===== config.mk =====
export PLATFORM = sky130hd
export DESIGN_NAME = ssr_byte_source
export DESIGN_NICKNAME = d
export VERILOG_FILES = /design/src/rtl/ssr_pkg.sv /design/src/rtl/ssr_byte_fifo.sv /design/src/rtl/ssr_byte_source.sv
export SDC_FILE = /design/constraint.sdc
export NUM_CORES = 1
export LEC_CHECK = 0
export CAP_MARGIN = 5
export CORE_ASPECT_RATIO = 0.6
export CORE_MARGIN = 5
export CORE_UTILIZATION = 61
export CTS_CLUSTER_SIZE = 16
export DETAILED_ROUTE_END_ITERATION = 10
export MAX_ROUTING_LAYER = met4
export PLACE_DENSITY = 0.94
export SLEW_MARGIN = 30
export SYNTH_ARGS = -nofsm -noshare
export SYNTH_HDL_FRONTEND = slang
export SYNTH_SLANG_ARGS = --single-unit

===== constraint.sdc =====
create_clock -name clk -period 6.6 [get_ports clk]
set_clock_uncertainty 0.1 [all_clocks]
set_input_delay 1.98 -clock clk [delete_from_list [all_inputs] [get_ports clk]]
set_output_delay 1.98 -clock clk [all_outputs]
set_load 0.005 [all_outputs]

===== src/rtl/ssr_pkg.sv =====
// ssr_pkg: shared widths, FSM states and error bit indices for the SSR byte source
package ssr_pkg;
  localparam int BYTE_W    = 8;
  localparam int ERR_OVF   = 0;
  localparam int ERR_PROTO = 1;
  typedef enum logic [1:0] {IDLE, WAIT_DATA, PRESENT, WAIT_ACK_LOW} state_e;
endpackage


===== src/rtl/ssr_byte_fifo.sv =====
// ssr_byte_fifo: circular byte buffer with guarded push/pop and occupancy count
module ssr_byte_fifo
  import ssr_pkg::*;
#(
  parameter int DEPTH = 16,
  localparam int AW = $clog2(DEPTH),
  localparam int LW = AW + 1
) (
  input  logic              clk,
  input  logic              rst,
  input  logic              push_i,
  input  logic              pop_i,
  input  logic [BYTE_W-1:0] wdata_i,
  output logic [BYTE_W-1:0] rdata_o,
  output logic              full_o,
  output logic              empty_o,
  output logic [LW-1:0]     level_o
);
  logic [BYTE_W-1:0] mem_q [DEPTH];
  logic [AW-1:0] wptr_q, rptr_q;
  logic [LW-1:0] level_q;
  logic do_push, do_pop;
  assign full_o  = level_q == LW'(DEPTH);
  assign empty_o = level_q == '0;
  assign level_o = level_q;
  assign rdata_o = mem_q[rptr_q];
  assign do_push = push_i && !full_o;
  assign do_pop  = pop_i && !empty_o;
  // Storage array; contents need no reset since pointers define validity
  always_ff @(posedge clk) begin
    if (do_push) mem_q[wptr_q] <= wdata_i;
  end
  // Pointers wrap naturally because DEPTH is a power of two
  always_ff @(posedge clk or posedge rst) begin
    if (rst) begin
      wptr_q  <= '0;
      rptr_q  <= '0;
      level_q <= '0;
    end else begin
      wptr_q  <= do_push ? wptr_q + AW'(1) : wptr_q;
      rptr_q  <= do_pop ? rptr_q + AW'(1) : rptr_q;
      level_q <= level_q + LW'(do_push) - LW'(do_pop);
    end
  end
endmodule


===== src/rtl/ssr_byte_source.sv =====
// ssr_byte_source: FIFO-backed producer side of the four-phase SSR byte handshake
module ssr_byte_source
  import ssr_pkg::*;
#(
  parameter int          DEPTH       = 16,
  parameter int          SYNC_STAGES = 2,
  parameter logic [15:0] SERVED_INIT = '0
) (
  input  logic                     clk,
  input  logic                     rst,
  input  logic                     wr_en,
  input  logic [BYTE_W-1:0]        wr_data,
  output logic                     fifo_full,
  output logic [$clog2(DEPTH):0]   fifo_level,
  input  logic                     readssr_req,
  input  logic                     byte_received_ack,
  output logic [BYTE_W-1:0]        byte_out,
  output logic                     byte_ready,
  output logic [15:0]              bytes_served,
  output logic [1:0]               err
);
  logic [SYNC_STAGES-1:0] req_sync_q, ack_sync_q;
  logic req_s, ack_s, pop, fifo_empty;
  logic [BYTE_W-1:0] fifo_rdata, byte_out_q;
  logic [15:0] served_q, served_d;
  logic [1:0] err_q, err_d;
  state_e state_q, state_d;
  assign req_s        = req_sync_q[SYNC_STAGES-1];
  assign ack_s        = ack_sync_q[SYNC_STAGES-1];
  assign byte_ready   = state_q == PRESENT;
  assign byte_out     = byte_out_q;
  assign bytes_served = served_q;
  assign err          = err_q;
  ssr_byte_fifo #(.DEPTH(DEPTH)) u_fifo (
    .clk     (clk),
    .rst     (rst),
    .push_i  (wr_en),
    .pop_i   (pop),
    .wdata_i (wr_data),
    .rdata_o (fifo_rdata),
    .full_o  (fifo_full),
    .empty_o (fifo_empty),
    .level_o (fifo_level)
  );
  // CPU strobes come from another clock domain; shift them through plain synchroniser chains
  always_ff @(posedge clk or posedge rst) begin
    if (rst) begin
      req_sync_q <= '0;
      ack_sync_q <= '0;
    end else begin
      req_sync_q <= {req_sync_q[SYNC_STAGES-2:0], readssr_req};
      ack_sync_q <= {ack_sync_q[SYNC_STAGES-2:0], byte_received_ack};
    end
  end
  // Handshake sequencing; byte_ready is decoded from the registered state so reset drops it at once
  always_comb begin
    state_d = state_q;
    served_d = served_q;
    err_d = err_q;
    pop = 1'b0;
    if (wr_en && fifo_full) err_d[ERR_OVF] = 1'b1;
    case (state_q)
      IDLE: begin
        if (ack_s) err_d[ERR_PROTO] = 1'b1;
        else if (req_s) begin
          pop = !fifo_empty;
          state_d = fifo_empty ? WAIT_DATA : PRESENT;
        end
      end
      WAIT_DATA: begin
        if (ack_s) err_d[ERR_PROTO] = 1'b1;
        if (!req_s) state_d = IDLE;
        else if (!fifo_empty) begin
          pop = 1'b1;
          state_d = PRESENT;
        end
      end
      PRESENT: begin
        if (ack_s) begin
          served_d = served_q + 16'd1;
          state_d = WAIT_ACK_LOW;
        end else if (!req_s) begin
          err_d[ERR_PROTO] = 1'b1;
          state_d = IDLE;
        end
      end
      WAIT_ACK_LOW: state_d = ack_s ? WAIT_ACK_LOW : IDLE;
      default: state_d = IDLE;
    endcase
  end
  // State, counters and the presented byte; byte_out only loads on a pop so it holds otherwise
  always_ff @(posedge clk or posedge rst) begin
    if (rst) begin
      state_q    <= IDLE;
      served_q   <= SERVED_INIT;
      err_q      <= '0;
      byte_out_q <= '0;
    end else begin
      state_q    <= state_d;
      served_q   <= served_d;
      err_q      <= err_d;
      byte_out_q <= pop ? fifo_rdata : byte_out_q;
    end
  end
endmodule


* Yosys cells after proc, flatten, opt, wreduce, memory -nomap -nowiden *
Memory sizes are Yosys's and may differ from the RTL's. A register that Yosys moved wholly into a read port is not among the register bits.
Index checks and enable logic that the tools add are counted.

word-level totals
  output and inout bits = 33
  bits in registers = 37
  memory bits (writable) = 128
  memories kept = 1
  input port bits = 13
  logic and storage cells = 58

cells by class
  reduce and logical (&&, ||, !) cells = 12
  $add $sub $neg = 5
  eq/ne operators = 11
  multiplexer cells = 20

memory list
  name          depth  bits a word  read ports  clocked after Yosys merged registers in  write ports  RTL line             RTL
  u_fifo.mem_q  16     8            1           1                                        1            ssr_byte_fifo.sv:19  logic [BYTE_W-1:0] mem_q [DEPTH];

operators by type and width
  operator               number
  $add 16x1->16 const B  1
  $mux 2                 8
  $mux 1                 9
  $add 4x1->4 const B    2
  $ne 2x2->1 const B     4
  $pmux 2 s4             1
  $reduce_and 4->1       2
  $add 5x1->5            1
  $eq 5x5->1 const B     1
  $logic_not 5->1        1
  $sub 5x1->5            1
  $eq 2x2->1 const B     2
  $pmux 1 s2             2
  $logic_and 1x1->1      3
  $ne 3x2->1 const B     1
  $ne 3x3->1 const B     1
  $eq 2x1->1 const B     1
  $logic_not 1->1        2
  $logic_not 2->1        1
  $ne 2x1->1 const B     1
  $reduce_and 2->1       1
  $reduce_bool 2->1      1
  $reduce_or 2->1        1

* Logic depth before layout (Yosys ltp) *
  word-level depth = 7
  mapped depth = 14
  mapped depth without buffers = 14

* Hierarchy *
A second synthesis with hierarchy kept.

second synthesis, totals
  cell total of the unflattened synthesis = 423
  area total of the unflattened synthesis = 7175.6 um^2

by module, submodules not included
  module           cells each  area each (um^2)  instances  seq. area each (um^2)
  ssr_byte_fifo    320         5866.9            1          4169.0
  ssr_byte_source  103         1308.8            1          800.8

* Worst setup path after synthesis *
Ideal clock, no wire load.

  path kind = input port to flip-flop
  start = input wr_en
  end = memory u_fifo.mem_q[5][0], enable pin
  path buffers = 1
  stages = 4
  data required time = 6117 ps
  slack = 3145 ps
  library setup time = 383 ps
  data arrival time = 2971 ps
  cells stage by stage = nor2b_1 buf_2 nand2_1 nor3_1

between the ends
  longest elaborated chain between the ends = 3

RTL lines
  item                          RTL line               RTL
  from (decl)                   ssr_byte_source.sv:11  input logic wr_en,
  $logic_and 1x1->1             ssr_byte_fifo.sv:27    assign do_push = push_i && !full_o;
  via u_fifo.do_push            ssr_byte_fifo.sv:22    logic do_push, do_pop;
  $mux 1                        ssr_byte_fifo.sv:31    if (do_push) mem_q[wptr_q] <= wdata_i;
  $mux 1 (implied by the code)  ssr_byte_fifo.sv:31
  to (decl)                     ssr_byte_fifo.sv:19

The timed path passes the listed nets, and every way through them passes these cells.

* Worst setup path in the final report *
  start = register u_fifo.level_q[2], in the netlist u_fifo.level_o[2]
  end = output fifo_full

between the ends
  longest elaborated chain between the ends = 1

RTL lines
  item                    RTL line               RTL
  from (decl)             ssr_byte_fifo.sv:21    logic [LW-1:0] level_q;
  from (signal assigned)  ssr_byte_fifo.sv:42    level_q <= level_q + LW'(do_push) - LW'(do_pop);
  $eq 5x5->1              ssr_byte_fifo.sv:23    assign full_o = level_q == LW'(DEPTH);
  to (decl)               ssr_byte_source.sv:13  output logic fifo_full,

No other way between the ends.

==> summary.md <==
| Metric | Value |
|---|---|
| Outcome | completed |
| Met3 WL | 2.272 mm |
| Detail Placement HPWL | 10.31 mm |
| DR pass1 iterations | 5 |
| Port buffer count | 45 |
| Asr flop ratio synth | 26.01% |
| Core Rows | 30 |
| Routed Antenna Nets | 0 |
| Finished Layout Cells | 619 |
| Top delay family on crit path | buffers and inverters |
| Period utilisation layout | 59.62% |
| Area leader, netlist | edfxtp_1 |
| Clock Latency Late Sink | 0.44 ns |
| CP Class | register to output pin |
| Via Count | 3955 |
| Synthesis-to-finish area growth | 16.39% |
| Slowest stage cell, crit path | clkdlybuf4s50_1 |
| Sequential fraction of the synthesis area | 70.40% |
| CP Capture Type | output pin |
| Vias per Instance | 6.389 |
| CTS buffer count | 17 |
| Clk sinks | 173 |
| CTS tree | built |
| RSZ-0062 raised after global routing | false |
| Setup tns final | 0 ns |
| Arr. time, crit path | 1.85 ns |
| Tightest Pin Transition | 0.8275 ns |
| Post-synth EDFFs | 128 |
| Synthesized area per cell | 17.96 um2 |
| Unique masters post-synth | 41 |
| Post_cts resized | 0 |
| Final Slew Violations | 0 |
| Fmax | 254.2 MHz |
| Wl on met1 | 6.145 mm |
| Worst hold slack | 0.2529 ns |
| Hold Crit Class | register to register |
| Worst-path cell chain | inv_1 -> ha_1 -> and4bb_2 -> clkdlybuf4s50_1 |
| Gate Count Post-Synth | 393 |
| Share of cells above drive strength 1 | 15.69% |
| Die height | 93.33 um |
| Largest net degree at the start of global routing | 46 |
| Max cap viols | 0 |
| Pre-CTS WS | 2.122 ns |
| DR top layer | met4 |
| Static leakage | 3.016 nW |
| Met2 WL | 7.601 mm |
| Global-route wire length before repair | 24.97 mm |
| N_diodes | 0 |
| Root Buffer | clkbuf_16 |
| Fin. Hold Viols | 0 |
| Clock Pin Slew Worst Setup and Hold Paths | 0.06 ns |
| Routability cong. | 0.8496 |
| Final setup violation count | 0 |
| Placed cells | 587 |
| CTS Buffer Depth | 2 |
| Die area | 13890 um2 |
| Die span in x | 148.9 um |
| Req. time, crit path | 4.52 ns |
| Minimum clock period after layout | 3.935 ns |
| Crit start category | register |
| Area share of the largest cell type after synthesis | 54.45% |
| Post-CTS Hold Fix Bufs | 0 |
| Final Instance Area | 8217 um2 |
| Synthesized cell area | 7059 um2 |
| Core footprint | 11300 um2 |
| Total GRT Usage | 26.35% |
| Post-Synthesis Net Count | 419 |
| PD cells | 429.7 nW/um2 |
| CP Depth | 4 |
| Reg2Reg Depth | 14 |
| CP Buf/Inv Count | 2 |
| WHS Path Cells | 0 |
| Synth Flop Type | edfxtp_1 |
| Drt first-iter violations | 542 |
| Vias in the first global route | 3983 |
| Nets@finish | 472 |
| Slowest cell delay on critical path | 0.50 ns |
| Top Ports | 46 |
| DRT Wirelength | 16.42 mm |
| Total gr overflow | 0 |
| Final setup margin | 2.665 ns |
| VDD IR max | 216.4 uV |
| Synth warn | 0 |
| Register bit total from synthesis | 173 |
| Initial antenna violation count | 0 |
| Top post-synthesis cells by area | edfxtp_1 54%, dfrtp_1 16%, mux4_2 7.0%, mux4_1 3.7%, ha_1 2.1% |
| Cell Area, Placed | 7611 um2 |
| # DRC | 0 |
| Htree depth | 4 |
| CP Max Fanout | 3 |
| Post-CTS setup repair buffer count | 0 |
| Avg WL per Cell | 26.52 um |
| Rel. slew slack | 44.77% |
| Initial core utilization | 62.48% |
[worst paths after layout]
check / from / to / slack [ns]
setup / recovery: u_fifo.level_o[2] / fifo_full / 2.67
hold / removal: ack_sync_q[0] / ack_sync_q[1] / 0.25
setup reg to reg: u_fifo.level_o[2] / u_fifo.level_o[4] / 2.90
hold reg to reg: ack_sync_q[0] / ack_sync_q[1] / 0.25
max in group asynchronous: rst / u_fifo.rptr_q[0] / 3.94
min in group asynchronous: rst / byte_out[4] / 1.91
[area by class of cell]
class | count | area (um2)
fillers | 599 | 3082
repair buffers | 49 | 480.5
clock inverters | 15 | 158.9
well taps | 160 | 200.2
multi-input cells | 182 | 1893
clock buffers | 17 | 425.4
inverters | 23 | 87.58
flip-flops and latches | 173 | 4971
[cells in the final DEF (no fill, tap or decap), types with 5 or more instances in the layout]
cell type,count
clkbuf_16,17
nand3_1,7
mux2_2,6
xor2_1,10
nand2_1,16
nor2b_1,5
mux4_1,10
edfxtp_1,128
and2_1,8
ha_1,12
o21ai_0,5
clkdlybuf4s50_1,45
dfrtp_1,44
xnor2_1,15
inv_6,6
mux2i_1,13
mux4_2,22
clkinv_2,5
inv_1,22
nor2_1,12
a21oi_1,6
[kinds of logic after synthesis]
group           share of synthesized area [%]
xor+xnor                                3.102
fa+ha+maj                               2.410
buf+inv                                 3.066
mux                                     13.54
flops                                   70.40
compound gates                          2.251
simple gates                            5.229
[registers in the layout, indices dropped and copies added, names as in the netlist]
register        flops
u_fifo.mem_q      128
bytes_served       16
byte_out            8
state_q             2
err                 2
ack_sync_q          2
u_fifo.rptr_q       4
u_fifo.level_o      5
req_sync_q          2
u_fifo.wptr_q       4
[report_power, final]
part           switching (mW)  total, mW  internal [mW]
clock network           0.439       1.00          0.563
logic                   0.534       1.05          0.512
registers               0.139       1.48           1.34
[cell usage after synthesis, drive strengths merged, types with 3 or more instances]
cell / n
buf: 12
mux4: 32
a211o: 3
xor2: 10
nand4: 5
edfxtp: 128
and2: 8
dfrtp: 45
nand3: 7
o21ai: 7
inv: 23
nor2b: 5
a22o: 4
ha: 12
nor2: 12
mux2i: 13
xnor2: 15
a21oi: 6
nand2: 16
nor3: 8
mux2: 6
[stage by stage]
step,util (%),power (mW)
after detailed placement,67.36,2.506
after global placement,67.36,2.437
after global routing,72.72,3.686
after CTS,72.54,3.524
final,72.72,3.530
after floorplan,-,2.170
[layer usage]
metal  global-route usage (%)  up-vias
met5                        -        -
met4                    7.921        0
met3                    12.40       43
met2                    37.98      267
met1                    33.90     2034
li1                         -     1611
Note: power is estimated with default switching activity, not from simulation.
